$ cat config.mk
export PLATFORM = sky130hd
export DESIGN_NAME = run_sequencer
export DESIGN_NICKNAME = d
export VERILOG_FILES = /design/src/rtl/run_sequencer_pkg.sv /design/src/rtl/run_sequencer_rst_stagger.sv /design/src/rtl/run_sequencer.sv
export SDC_FILE = /design/constraint.sdc
export NUM_CORES = 1
export LEC_CHECK = 0
export BUFFER_PORTS_ARGS = -buffer_cell sky130_fd_sc_hd__buf_2
export CAP_MARGIN = 20
export CORE_ASPECT_RATIO = 0.5
export CORE_MARGIN = 2
export CORE_UTILIZATION = 56
export CTS_CLUSTER_DIAMETER = 120
export DETAILED_ROUTE_END_ITERATION = 6
export HOLD_SLACK_MARGIN = 0.02
export PLACE_DENSITY = 0.78
export SLEW_MARGIN = 25
export SYNTH_ARGS = -nofsm -noshare
export SYNTH_HDL_FRONTEND = slang
export SYNTH_SLANG_ARGS = --single-unit
$ cat constraint.sdc
create_clock -name clk -period 2.8 [get_ports clk]
set_input_delay 0.28 -clock clk [delete_from_list [all_inputs] [get_ports clk]]
set_output_delay 0.28 -clock clk [all_outputs]
set_load 0.05 [all_outputs]
$ cat src/rtl/run_sequencer_pkg.sv
// ============================================================================
//  Module      : run_seq_pkg
//  Description : Shared types and elaboration-time helpers for run_sequencer.
//  Revision    : 1.0 - initial release
// ============================================================================
`default_nettype none

package run_seq_pkg;

  // Sequencer phases
  typedef enum logic [1:0] {
    ST_IDLE  = 2'd0,
    ST_RESET = 2'd1,
    ST_RUN   = 2'd2,
    ST_DONE  = 2'd3
  } state_e;

  // Number of RESET cycles: the last channel releases on entry to RUN
  function automatic int total_rst_len(input int rst_cycles,
                                       input int num_ch,
                                       input int stagger);
    return rst_cycles + (num_ch - 1) * stagger;
  endfunction

  // Legal parameter combinations; checked at elaboration by the top
  function automatic bit params_ok(input int rst_cycles,
                                   input int run_cycles,
                                   input int cnt_w,
                                   input int num_ch,
                                   input int stagger,
                                   input int auto_restart);
    bit ok;
    ok = (rst_cycles >= 1) && (run_cycles >= 1) && (cnt_w >= 1) &&
         (num_ch >= 1) && (stagger >= 0) &&
         ((auto_restart == 0) || (auto_restart == 1));
    // The counter must reach RUN_CYCLES without wrapping
    if (cnt_w < 31) begin
      ok = ok && (run_cycles < (1 << cnt_w));
    end
    return ok;
  endfunction

endpackage : run_seq_pkg

`default_nettype wire

$ cat src/rtl/run_sequencer_rst_stagger.sv
// ============================================================================
//  Module      : rst_stagger
//  Description : Registered per-channel reset outputs with staggered release.
//                Channel k releases once the RESET phase count reaches
//                RST_CYCLES + k*STAGGER, and stays released throughout RUN.
//  Revision    : 1.0 - initial release
// ============================================================================
`default_nettype none

module rst_stagger #(
  parameter int RST_CYCLES = 5,
  parameter int NUM_CH     = 2,
  parameter int STAGGER    = 1,
  parameter int PH_W       = 3
) (
  input  logic              clk,
  input  logic              reset,      // asynchronous, active-low
  input  logic [PH_W-1:0]   phase_nxt,  // phase count for the coming cycle
  input  logic              reset_nxt,  // coming cycle is a RESET cycle
  input  logic              run_nxt,    // coming cycle is a RUN cycle
  output logic [NUM_CH-1:0] rst_out
);

  logic [NUM_CH-1:0] rst_out_d;
  logic [NUM_CH-1:0] rst_out_q;

  // Per-channel release decision, evaluated one cycle ahead so the output is a flop
  for (genvar k = 0; k < NUM_CH; k++) begin : g_ch
    localparam logic [PH_W-1:0] THR = PH_W'(RST_CYCLES + k * STAGGER);
    assign rst_out_d[k] = ~(run_nxt | (reset_nxt & (phase_nxt >= THR)));
  end

  // Reset outputs come up asserted and reassert in IDLE/DONE
  always_ff @(posedge clk or negedge reset) begin
    if (!reset) begin
      rst_out_q <= '1;
    end else begin
      rst_out_q <= rst_out_d;
    end
  end

  assign rst_out = rst_out_q;

endmodule : rst_stagger

`default_nettype wire

$ cat src/rtl/run_sequencer.sv
// ============================================================================
//  Module      : run_sequencer
//  Description : Run controller for the main processor top. Sequences a
//                staggered reset release, a counted pausable run window with
//                done status, and optional auto-restart.
//  Revision    : 1.0 - initial release
// ============================================================================
`default_nettype none

module run_sequencer
  import run_seq_pkg::*;
#(
  parameter int RST_CYCLES   = 5,
  parameter int RUN_CYCLES   = 20,
  parameter int CNT_W        = 16,
  parameter int NUM_CH       = 2,
  parameter int STAGGER      = 1,
  parameter int AUTO_RESTART = 0
) (
  input  logic              clk,
  input  logic              reset,      // asynchronous, active-low
  input  logic              start,
  input  logic              hold,
  output logic [NUM_CH-1:0] rst_out,
  output logic              run_en,
  output logic              busy,
  output logic              done,
  output logic [CNT_W-1:0]  cycle_cnt
);

  localparam int RST_LEN = total_rst_len(RST_CYCLES, NUM_CH, STAGGER);
  localparam int PH_W    = $clog2(RST_LEN + 1);

  // Phase value seen in the final RESET cycle
  localparam logic [PH_W-1:0]  PH_LAST  = PH_W'(RST_LEN - 1);
  localparam logic [CNT_W-1:0] RUN_LAST = CNT_W'(RUN_CYCLES);

  if (!params_ok(RST_CYCLES, RUN_CYCLES, CNT_W, NUM_CH, STAGGER, AUTO_RESTART)) begin : g_param_check
    $error("run_sequencer: illegal parameter combination");
  end

  state_e           state_q, state_d;
  logic [PH_W-1:0]  phase_q, phase_d;
  logic [CNT_W-1:0] cycle_cnt_q, cycle_cnt_d;
  logic             busy_q, busy_d;
  logic             done_q, done_d;
  logic             run_q, run_d;
  logic             in_reset_d;

  // Next-state, phase counter and cycle counter decisions
  always_comb begin
    state_d     = state_q;
    phase_d     = phase_q;
    cycle_cnt_d = cycle_cnt_q;
    unique case (state_q)
      ST_IDLE: begin
        if (start) begin
          state_d     = ST_RESET;
          phase_d     = '0;
          cycle_cnt_d = '0;
        end
      end
      ST_RESET: begin
        // hold and start have no effect while channels are being released
        if (phase_q == PH_LAST) begin
          state_d = ST_RUN;
        end else begin
          phase_d = phase_q + PH_W'(1);
        end
      end
      ST_RUN: begin
        if (!hold) begin
          cycle_cnt_d = cycle_cnt_q + CNT_W'(1);
          if (cycle_cnt_d == RUN_LAST) begin
            state_d = ST_DONE;
          end
        end
      end
      ST_DONE: begin
        // Auto mode leaves after exactly one DONE cycle; single-shot waits for start
        if ((AUTO_RESTART != 0) || start) begin
          state_d     = ST_RESET;
          phase_d     = '0;
          cycle_cnt_d = '0;
        end
      end
      default: begin
        state_d = ST_IDLE;
      end
    endcase
  end

  // Status outputs are decoded from the next state so they come straight from flops
  always_comb begin
    in_reset_d = (state_d == ST_RESET);
    run_d      = (state_d == ST_RUN);
    busy_d     = in_reset_d || run_d;
    done_d     = (state_d == ST_DONE);
  end

  // Sequencer state and registered outputs
  always_ff @(posedge clk or negedge reset) begin
    if (!reset) begin
      state_q     <= ST_IDLE;
      phase_q     <= '0;
      cycle_cnt_q <= '0;
      busy_q      <= 1'b0;
      done_q      <= 1'b0;
      run_q       <= 1'b0;
    end else begin
      state_q     <= state_d;
      phase_q     <= phase_d;
      cycle_cnt_q <= cycle_cnt_d;
      busy_q      <= busy_d;
      done_q      <= done_d;
      run_q       <= run_d;
    end
  end

  rst_stagger #(
    .RST_CYCLES (RST_CYCLES),
    .NUM_CH     (NUM_CH),
    .STAGGER    (STAGGER),
    .PH_W       (PH_W)
  ) u_rst_stagger (
    .clk       (clk),
    .reset     (reset),
    .phase_nxt (phase_d),
    .reset_nxt (in_reset_d),
    .run_nxt   (run_d),
    .rst_out   (rst_out)
  );

  // hold pauses the core combinationally so a held cycle does no work
  assign run_en    = run_q & ~hold;
  assign busy      = busy_q;
  assign done      = done_q;
  assign cycle_cnt = cycle_cnt_q;

endmodule : run_sequencer

`default_nettype wire

==> impl_metrics.csv <==
group,metric,value,unit
die,coreArea,2640,µm²
drt,routed_wl,3520,µm
run_status,status,"finished, final reports clean",
sta,final.min_clock_period,2.33,ns
global_routing,grt_pass1_vias,1223,
synthesis,yosys-top-cells-area,"dfrtp_1 (38%), o21ai_0 (8.2%), ha_1 (6.3%)",
sta,tightest_slew,0.579,ns
drt,viasPerCell,6.15,
power,power.leakage,0.845,nW
die,die_area,3290,µm²
clock_tree,insertion_delay,0.27,ns
global_routing,track_usage,23.1,%
synthesis,avgSynthCellArea,9.08,µm²
sta,tns,0,ns
die,die_y,41.6,µm
hold_path,min_path_type,"in -> async",
placed_design,dp.cells,228,
finish,most-common-layout-cells,"o21ai_0 (26), dfrtp_1 (24), buf_2 (24), nand2_1 (13), nor2_1 (13)",
critical_path,critPathCaptureType,"flop",
drt,drtIter0Drc,159,
drt,final_antenna_net_count,0,
clock_tree,numCtsBuffers,3,
drt,wl_per_cell,15.1,µm
clock_tree,htreeDepth,1,
die,start_util,60.0,%
critical_path,startpoint_type,"flop",
sta,rsz0062_at_grt,"no",
sta,timing_hold_violations_final,0,
die,die_w,79.1,µm
placed_design,hpwl,2450,µm
clock_tree,clock-root-buffer,"clkbuf_8",
sta,finalSetupViolations,0,
synthesis,netlist_instances,174,
flow_run,cap_violations,0,
synthesis,synth-compound-area-share,21.9,%
clock_tree,clk_pin_slew,0.09,ns
clock_tree,cts_tree,"built",
placed_design,port_buffers,24,
drt,vias,1432,
clock_tree,cts_setup_buffers,0,
global_routing,grt_pass1_wl,5840,µm
sta,slew_violations,0,
critical_path,required,3.00,ns
synthesis,synthXorXnorAreaFrac,2.77,%
critical_path,cp_data_arrival_time,2.52,ns
critical_path,critical_path_class,"reg -> reg",
critical_path,critPathMaxFanout,8,
finish,finalNonFillerCells,233,
synthesis,ys_seq_elements,26,
die,row_count,13,
finish,final_common_cell,"o21ai_0",
finish,n_antenna_cell,0,
global_routing,grt_max_degree,27,
global_routing,overflow,0,
drt,drc_errors,0,
finish,drive_above_1_share,20.9,%
synthesis,synth_top_family_by_area,"simple AND/OR/NAND/NOR gates",
synthesis,synthesis.area,1580,µm²
power,p_per_area,948,nW/µm²
placed_design,place_congestion,0.810,
global_routing,antenna_found_initial,0,
synthesis,ys_warn_count,0,
die,io_pins,25,
synthesis,synth_top_area_share,38.0,%
sta,slew_headroom,60.9,%
sta,fmax,429,MHz
synthesis,synth_largest_area_cell,"dfrtp_1",
synthesis,synthAdderAreaFrac,6.33,%
clock_tree,post_cts_resized,0,
synthesis,synth.area.mux_share,0.633,%
synthesis,yosysSeqAreaShare,41.3,%
power,irDropWorstVdd,0.610,mV
sta,period_share,83.2,%
drt,drt_first_pass_iters,4,
sta,fin_worst_skew,0.00466,ns
clock_tree,clock_sinks,26,
synthesis,yosys.area_share.simple,22.6,%
clock_tree,clockBufferDepth,2,
synthesis,synth_cell_types,38,
synthesis,syn-num-nets,186,
critical_path,reg2reg_slack,0.47,ns
finish,syn2layout_area_growth,13.5,%
finish,nets,209,
## per-layer routing
metal | share of wire [%] | track usage, % | up-vias
met1 | 47 | 33.2 | 685
met2 | 45 | 34.7 | 54
met4 | 1.8 | 6.90 | 0
met5 | 0 | 0 | -
met3 | 6.4 | 5.87 | 6
li1 | - | - | 687
## power breakdown
part	total [W]	leakage [nW]	switching, W	internal (W)
Sequential	0.000523	0.345	0.0000626	0.000461
Combinational	0.000866	0.464	0.000603	0.000263
Clock	0.000311	0.0357	0.000120	0.000191
Total	0.00170	0.845	0.000785	0.000915
## per-stage QoR
step / hold WS [ns] / instance area (µm²) / total power [W] / setup WS (ns) / util (%)
finish: 0.528 / 1790 / 0.00170 / 0.471 / 68.0
global route: 0.582 / 1790 / 0.00182 / 0.291 / 68.0
CTS: 0.526 / 1790 / 0.00170 / 0.484 / 68.0
detailed placement: 0.310 / 1710 / 0.00139 / 0.486 / 65.0
global placement: 0.304 / 1710 / 0.00136 / 0.569 / 65.0
floorplan: -0.0156 / 1580 / 0.00117 / 0.391 / -
## critical path: stages (launching register included)
cell and delay [ns]:
dfrtp_1 0.41, inv_1 0.08, ha_1 0.31, nor2_1 0.08, o21ai_0 0.16, o311ai_0 0.23
nor4_2 0.36, a41oi_1 0.19, ha_1 0.27, a31oi_1 0.16
## synth_stat cells
library cell,instances
a2111oi_0,1
a211oi_1,3
a21oi_1,10
a22o_1,3
a31o_2,2
a31oi_1,5
a41o_1,2
a41oi_1,1
and3_1,2
buf_2,2
clkbuf_1,5
clkbuf_8,1
dfrtp_1,24
dfstp_2,2
ha_1,8
inv_1,7
mux2i_1,1
nand2_1,13
nand2b_1,2
nand3_1,6
nand4_1,6
nand4_4,1
nor2_1,13
nor2b_1,4
nor3_1,4
nor3_2,2
nor4_2,1
nor4_4,1
o21a_1,1
o21ai_0,26
o22ai_1,1
o311ai_0,1
o41ai_1,1
or2_2,3
or3_1,3
or4b_1,1
xnor2_1,2
xor2_1,3
## worst paths after layout
check / depth (start not counted) / to / from
min: 2 / cycle_cnt[6] / reset
max reg2reg: 9 / u_rst_stagger.rst_out[1] / state_q[0]
min reg2reg: 1 / cycle_cnt[0] / cycle_cnt[0]
max in group asynchronous: 2 / u_rst_stagger.rst_out[0] / reset
min in group clk: 4 / phase_q[2] / start
max: 9 / u_rst_stagger.rst_out[1] / state_q[0]
## layout make-up
| class | instances | area (µm²) |
|---|---|---|
| clock inverters | 1 | 30.0 |
| clock buffers | 3 | 41.3 |
| well taps | 37 | 46.3 |
| inverters | 7 | 26.3 |
| multi-input cells | 133 | 858 |
| repair buffers | 26 | 138 |
| fillers | 229 | 842 |
| flip-flops and latches | 26 | 653 |
## state kept, by name, indices dropped and copies added, names as in the netlist
| name | flops |
|---|---|
| done | 1 |
| phase_q | 3 |
| state_q | 2 |
| busy | 1 |
| cycle_cnt | 16 |
| run_q | 1 |
| u_rst_stagger.rst_out | 2 |
## timing repair
action / CTS / global route
setup endpoints to repair: 0 / 0
hold endpoints to repair: 24 / 0
hold buffers: 1 / 0
## logic make-up after synthesis
logic type	count (synthesis)
compound gates	57
xor+xnor	5
buf+inv	15
flops	26
fa+ha+maj	8
simple gates	62
mux	1
Power figures use the tool's default switching activity.
